`config.mk`:
```
export PLATFORM = sky130hd
export DESIGN_NAME = ysyx_22050550_axi_arb
export DESIGN_NICKNAME = d
export VERILOG_FILES = /design/src/rtl/ysyx_22050550_axi_arb.sv
export SDC_FILE = /design/constraint.sdc
export NUM_CORES = 1
export LEC_CHECK = 0
export ABC_CLOCK_PERIOD_IN_PS = 1700
export BUFFER_PORTS_ARGS = -buffer_cell sky130_fd_sc_hd__buf_4
export CAP_MARGIN = 10
export CORE_AREA = 2 2 290 292
export CTS_CLUSTER_SIZE = 40
export DETAILED_ROUTE_END_ITERATION = 8
export DIE_AREA = 0 0 292 294
export HOLD_SLACK_MARGIN = 0.1
export PLACE_DENSITY = 0.35
export SLEW_MARGIN = 0
export SYNTH_ARGS = -nofsm -noshare
export SYNTH_HDL_FRONTEND = slang
export SYNTH_SLANG_ARGS = --single-unit
```
`constraint.sdc`:
```
create_clock -name clock -period 1.7 [get_ports clock]
set_input_delay 0 -clock clock [delete_from_list [all_inputs] [get_ports clock]]
set_output_delay 0 -clock clock [all_outputs]
set_load 0.01 [all_outputs]
```
`src/rtl/ysyx_22050550_axi_arb.sv`:
```
// Two-master (I-cache m0, D-cache m1) to one-slave AXI4 arbiter; one burst outstanding at a time.
// Optional features: ARB_RR_EN (round-robin between masters), ARB_CHECK_EN (beat-count protocol check).
module ysyx_22050550_axi_arb #(
  parameter int ADDR_W = 64,
  parameter int DATA_W = 64
) (
  input  logic                  clock,
  input  logic                  reset,
  // m0: I-cache read
  input  logic                  io_m0_ar_valid,
  input  logic [ADDR_W-1:0]     io_m0_ar_addr,
  input  logic [7:0]            io_m0_ar_len,
  input  logic [2:0]            io_m0_ar_size,
  input  logic [1:0]            io_m0_ar_burst,
  output logic                  io_m0_ar_ready,
  output logic                  io_m0_r_valid,
  output logic                  io_m0_r_last,
  output logic [DATA_W-1:0]     io_m0_r_rdata,
  input  logic                  io_m0_r_ready,
  // m1: D-cache read
  input  logic                  io_m1_ar_valid,
  input  logic [ADDR_W-1:0]     io_m1_ar_addr,
  input  logic [7:0]            io_m1_ar_len,
  input  logic [2:0]            io_m1_ar_size,
  input  logic [1:0]            io_m1_ar_burst,
  output logic                  io_m1_ar_ready,
  output logic                  io_m1_r_valid,
  output logic                  io_m1_r_last,
  output logic [DATA_W-1:0]     io_m1_r_rdata,
  input  logic                  io_m1_r_ready,
  // m1: D-cache write-back
  input  logic                  io_m1_aw_valid,
  input  logic [ADDR_W-1:0]     io_m1_aw_addr,
  input  logic [7:0]            io_m1_aw_len,
  input  logic [2:0]            io_m1_aw_size,
  input  logic [1:0]            io_m1_aw_burst,
  output logic                  io_m1_aw_ready,
  input  logic                  io_m1_w_valid,
  input  logic [DATA_W-1:0]     io_m1_w_data,
  input  logic [DATA_W/8-1:0]   io_m1_w_strb,
  input  logic                  io_m1_w_last,
  output logic                  io_m1_w_ready,
  input  logic                  io_m1_b_ready,
  output logic                  io_m1_b_valid,
  // slave side
  output logic                  io_s_ar_valid,
  output logic [ADDR_W-1:0]     io_s_ar_addr,
  output logic [7:0]            io_s_ar_len,
  output logic [2:0]            io_s_ar_size,
  output logic [1:0]            io_s_ar_burst,
  input  logic                  io_s_ar_ready,
  input  logic                  io_s_r_valid,
  input  logic                  io_s_r_last,
  input  logic [DATA_W-1:0]     io_s_r_rdata,
  output logic                  io_s_r_ready,
  output logic                  io_s_aw_valid,
  output logic [ADDR_W-1:0]     io_s_aw_addr,
  output logic [7:0]            io_s_aw_len,
  output logic [2:0]            io_s_aw_size,
  output logic [1:0]            io_s_aw_burst,
  input  logic                  io_s_aw_ready,
  output logic                  io_s_w_valid,
  output logic [DATA_W-1:0]     io_s_w_data,
  output logic [DATA_W/8-1:0]   io_s_w_strb,
  output logic                  io_s_w_last,
  input  logic                  io_s_w_ready,
  input  logic                  io_s_b_valid,
  output logic                  io_s_b_ready,
  output logic                  io_busy
);

  typedef enum logic [1:0] {IDLE, RD0, RD1, WR} state_t;

  state_t      state;
  state_t      grant;
  logic        ar_done;
  logic        aw_done;
  logic        busy_q;
  logic [7:0]  beat_cnt;
  logic        own0;
  logic        own1;
  logic        own_rd;
  logic        own_wr;
  logic        beat_hs;
`ifdef ARB_RR_EN
  logic        last_owner;  // 0 = m0, 1 = m1
`endif
`ifdef ARB_CHECK_EN
  logic [7:0]  burst_len;
  logic        beat_last;
`endif

  // Winner selection from the requests sampled in IDLE.
  always_comb begin
    grant = IDLE;
`ifdef ARB_RR_EN
    if (io_m0_ar_valid && (io_m1_aw_valid || io_m1_ar_valid))
      grant = last_owner ? RD0 : (io_m1_aw_valid ? WR : RD1);
    else if (io_m1_aw_valid)
      grant = WR;
    else if (io_m1_ar_valid)
      grant = RD1;
    else if (io_m0_ar_valid)
      grant = RD0;
`else
    if (io_m1_aw_valid)
      grant = WR;
    else if (io_m1_ar_valid)
      grant = RD1;
    else if (io_m0_ar_valid)
      grant = RD0;
`endif
  end

  always_comb begin
    own0   = (state == RD0);
    own1   = (state == RD1);
    own_rd = own0 | own1;
    own_wr = (state == WR);

    io_s_ar_addr  = own0 ? io_m0_ar_addr  : io_m1_ar_addr;
    io_s_ar_len   = own0 ? io_m0_ar_len   : io_m1_ar_len;
    io_s_ar_size  = own0 ? io_m0_ar_size  : io_m1_ar_size;
    io_s_ar_burst = own0 ? io_m0_ar_burst : io_m1_ar_burst;
    io_s_ar_valid = ((own0 & io_m0_ar_valid) | (own1 & io_m1_ar_valid)) & ~ar_done;
    io_m0_ar_ready = own0 & io_s_ar_ready & ~ar_done;
    io_m1_ar_ready = own1 & io_s_ar_ready & ~ar_done;

    io_m0_r_valid = own0 & io_s_r_valid;
    io_m0_r_last  = own0 & io_s_r_last;
    io_m0_r_rdata = io_s_r_rdata;
    io_m1_r_valid = own1 & io_s_r_valid;
    io_m1_r_last  = own1 & io_s_r_last;
    io_m1_r_rdata = io_s_r_rdata;
    io_s_r_ready  = (own0 & io_m0_r_ready) | (own1 & io_m1_r_ready);

    io_s_aw_addr   = io_m1_aw_addr;
    io_s_aw_len    = io_m1_aw_len;
    io_s_aw_size   = io_m1_aw_size;
    io_s_aw_burst  = io_m1_aw_burst;
    io_s_aw_valid  = own_wr & io_m1_aw_valid & ~aw_done;
    io_m1_aw_ready = own_wr & io_s_aw_ready & ~aw_done;

    io_s_w_valid  = own_wr & io_m1_w_valid;
    io_s_w_data   = io_m1_w_data;
    io_s_w_strb   = io_m1_w_strb;
    io_s_w_last   = io_m1_w_last;
    io_m1_w_ready = own_wr & io_s_w_ready;

    io_m1_b_valid = own_wr & io_s_b_valid;
    io_s_b_ready  = own_wr & io_m1_b_ready;

    beat_hs = own_rd ? (io_s_r_valid & io_s_r_ready) : (io_s_w_valid & io_s_w_ready);
`ifdef ARB_CHECK_EN
    beat_last = own_rd ? io_s_r_last : io_m1_w_last;
`endif

    io_busy = busy_q;
  end

  always_ff @(posedge clock) begin
    if (reset) begin
      state    <= IDLE;
      ar_done  <= 1'b0;
      aw_done  <= 1'b0;
      busy_q   <= 1'b0;
      beat_cnt <= '0;
`ifdef ARB_RR_EN
      last_owner <= 1'b1;
`endif
`ifdef ARB_CHECK_EN
      burst_len <= '0;
`endif
    end else begin
      case (state)
        IDLE: begin
          ar_done  <= 1'b0;
          aw_done  <= 1'b0;
          beat_cnt <= '0;
          if (grant != IDLE) begin
            state  <= grant;
            busy_q <= 1'b1;
`ifdef ARB_RR_EN
            last_owner <= (grant != RD0);
`endif
`ifdef ARB_CHECK_EN
            burst_len <= (grant == WR)  ? io_m1_aw_len :
                         (grant == RD1) ? io_m1_ar_len : io_m0_ar_len;
`endif
          end
        end
        RD0, RD1: begin
          if (io_s_ar_valid && io_s_ar_ready)
            ar_done <= 1'b1;
          if (beat_hs) begin
            beat_cnt <= beat_cnt + 8'd1;
            if (io_s_r_last) begin
              state    <= IDLE;
              busy_q   <= 1'b0;
              ar_done  <= 1'b0;
              beat_cnt <= '0;
            end
          end
        end
        WR: begin
          if (io_s_aw_valid && io_s_aw_ready)
            aw_done <= 1'b1;
          if (beat_hs)
            beat_cnt <= beat_cnt + 8'd1;
          // Completion is the B handshake, not the last W beat.
          if (io_s_b_valid && io_s_b_ready) begin
            state    <= IDLE;
            busy_q   <= 1'b0;
            aw_done  <= 1'b0;
            beat_cnt <= '0;
          end
        end
        default: state <= IDLE;
      endcase
    end
  end

`ifdef ARB_CHECK_EN
  // Beat number len+1 must carry last, and no earlier beat may.
  always_ff @(posedge clock) begin
    if (!reset && beat_hs && (beat_last != (beat_cnt == burst_len)))
      $error("axi_arb: burst beat/last fault, beat %0d len %0d last %0b",
             beat_cnt, burst_len, beat_last);
  end
`endif

endmodule

```
==> reports/metrics.csv <==
stage,metric,value,unit
run_status,status,"complete, no violations",
detailed_routing,Via-to-Cell Ratio,2.069,
sta,TNS Setup,0,ns
cells_and_area,most frequent cells in the layout,"buf_4, dlygate4sd3_1, buf_6, mux2_4, mux2_2",
critical_path,CP max-delay cell,dfxtp_2,
synthesis,sequential share of the synthesized area,2.902,%
synthesis,largest family of logic cells by synthesized area,buffers and inverters,
sta,Max-Slew Margin vs Limit,67.86,%
critical_path,Worst setup SP type,flip-flop,
clocking,CTS Buffer Depth,2,
synthesis,asr flop ratio synth,0,%
critical_path,CP Cell Sequence,inv_2 -> ha_4 -> buf_12 -> clkbuf_16 -> mux2_4 -> buf_6,
synthesis,flop and latch count out of synthesis,5,
placement,Port-buffer cells,260,
floorplanning,Die Area,0.08585,mm2
power,pwr/cell area,606.3,mW/mm2
floorplanning,chip height,294,um
synthesis,Post-Synth Adder-Cell Area,1.814,%
detailed_routing,DRT iter0 DRCs,52,
sta,Final Cycle Share,99.25,%
critical_path,"CP delay by family, top",buffers and inverters,
cells_and_area,layout cell share with drive strength beyond 1,59.24,%
synthesis,xor/xnor share of the synthesized area,0,%
sta,minimum clock period,1.687,ns
synthesis,synthesized area,0.003450,mm2
critical_path,Worst Path Max Fanout,6,
detailed_routing,Via Count,3542,
cells_and_area,Layout fillers,9583,
critical_path,Critical Path Sink Type,output port,
global_route,Overflow after GRT,0,
detailed_routing,TritonRoute pass-1 iters,4,
synthesis,syn_nets,802,
synthesis,number of synthesized flops with an enable pin,0,
synthesis,library cells used by synthesis,25,
global_route,first-pass GRT wire length,28.32,mm
floorplanning,Initial Utilization,4.162,%
sta,Finish-stage setup viols,0,
synthesis,Synth Area in Compound Gates,2.140,%
sta,Worst Tran Pin Value,0.4806,ns
floorplanning,num rows,106,
sta,fin. max-slew vios,0,
placement,final RePlAce weighted congestion,0.7890,
synthesis,mux contribution to synthesized area,26.04,%
sta,unrepaired setup endpoints after global routing,yes,
global_route,total track usage,4.685,%
synthesis,Syn Area/Cell,8.332,um2
placement,dpl ws,-0.03070,ns
sta,skew final,0.005105,ns
global_route,largest net degree at the start of global routing,25,
floorplanning,Die X,292,um
synthesis,Synth warnings,0,
synthesis,share of the synthesized area in the top cell type,60.50,%
synthesis,Post-Synthesis Cells,414,
clocking,clock sinks,5,
clocking,"Reg clk slew, reported paths",0.04,ns
detailed_routing,final WL,24.18,mm
clocking,Root Buffer,clkbuf_16,
detailed_routing,drt wl/cell,14.12,um
detailed_routing,Residual DRC,0,
global_route,vias in the first global route,3680,
floorplanning,# IOs,753,
global_route,initial antenna violation count,13,
critical_path,CP Class,flip-flop to output port,
clocking,Num CTS Buffers,3,
detailed_routing,Final ANT Viol Nets,0,
sta,setup ws final,0.01268,ns
synthesis,"top cells by area, synth","buf_4, mux2_2, dfxtp_1",
placement,HPWL after DPL,18.49,mm
synthesis,Synth Flop Type,dfxtp_1,
clocking,H-tree levels,1,
cells_and_area,"commonest non-fill, non-tap cell in the layout",buf_4,
sta,fmax,0.5927,GHz
cells_and_area,Layout Nets,1017,
critical_path,Worst Path Arrival,1.69,ns
critical_path,worst path required time,1.70,ns
power,Pleak,3.039,nW
synthesis,Post-Synth Simple-Gate Area,4.679,%
floorplanning,Placeable Area,0.08289,mm2
cells_and_area,area grow syn2layout,119.0,%
sta,final hold vios,0,
critical_path,CP max stage delay,0.31,ns
critical_path,crit path buf inv count,4,
clocking,CTS tree,done,
run,max_cap viols,0,
synthesis,biggest area consumer among synthesized cells,buf_4,
min_path,worst min path class,input port to flip-flop,
power,worst-case vdd ir drop,0.3892,mV
clocking,clk_lat worst skew,0.23,ns
-- what timing repair did --
item	in CTS	in global routing
cloned	2	5
setup endpoints to repair	80	70
setup buffers	6	0
resized for setup	11	89
hold buffers	215	0
endpoints found under the hold margin	280	0
pin swaps	1	1
-- through the flow --
stage	utilization, %	area, um2	hold slack, ns	power (mW)	instances
6_report	9.114	7555	0.1413	4.581	1712
5_1_grt	9.111	7552	0.1639	4.825	1711
4_1_cts	8.562	7097	0.1335	4.050	1703
3_5_place_dp	5.689	4716	0.00006862	2.679	1477
3_3_place_gp	5.689	4716	0.00006862	2.677	1477
2_1_floorplan	-	3451	0.07276	2.002	414
-- synth_stat cells, types with 2 or more instances --
cell type  instances
and2_1             8
and3b_1            2
buf_2              8
buf_4            278
dfxtp_1            5
ha_1               5
inv_1              4
mux2_2            77
mux2i_1            2
nand2b_1           2
nor2_1             4
nor2b_1            3
nor3b_1            3
o21ai_0            2
-- flip-flops by register name, indices dropped and copies added (netlist names) --
name	flops
ar_done	1
aw_done	1
io_busy	1
state	2
-- worst paths after layout --
check	slack [ns]	end	startpoint	cells after the start
min	0.14	state[0]	io_m1_aw_valid	3
max reg2reg	0.03	state[1]	state[1]	8
min reg2reg	0.53	state[0]	state[0]	2
max	0.01	io_s_ar_addr[29]	state[1]	6
-- where the power goes --
| group | total, mW | internal (mW) | switching (mW) |
|---|---|---|---|
| registers | 0.173 | 0.150 | 0.0234 |
| logic | 4.01 | 2.30 | 1.71 |
| clock network | 0.399 | 0.312 | 0.0874 |
-- cells by family (layout without fill, tap and decap cells) --
group,after synthesis,after routing
AOI/OAI and AO/OA,8,8
muxes,80,80
adders and majority gates,5,5
and+or+nand+nor,25,25
other,0,4
buffers and inverters,291,505
DFF,5,5
-- worst min-delay path, stage by stage --
cell	delay, ns
buf_4	0.11
o21ai_0	0.09
mux2i_1	0.12
-- final cells by class --
class	count	area, um2	share of cell area, %
timing repair buffer	497	4604	60.95
multi-input combinational	118	1393	18.43
sequential	5	102.6	1.358
clock buffer	4	78.83	1.043
inverter	4	15.01	0.1987
tap	1080	1351	17.89
antenna	4	10.01	0.1325
-- metal layers --
layer | GRT usage, % | routed length [um] | up-vias | share of wire [%]
li1 | - | - | 1490 | -
met1 | 4.418 | 7308 | 1601 | 30
met2 | 8.484 | 12490 | 383 | 52
met3 | 1.971 | 2818 | 62 | 12
met4 | 2.753 | 1514 | 6 | 6.3
met5 | 0 | 44 | - | 0.18
Power figures use the tool's default switching activity.
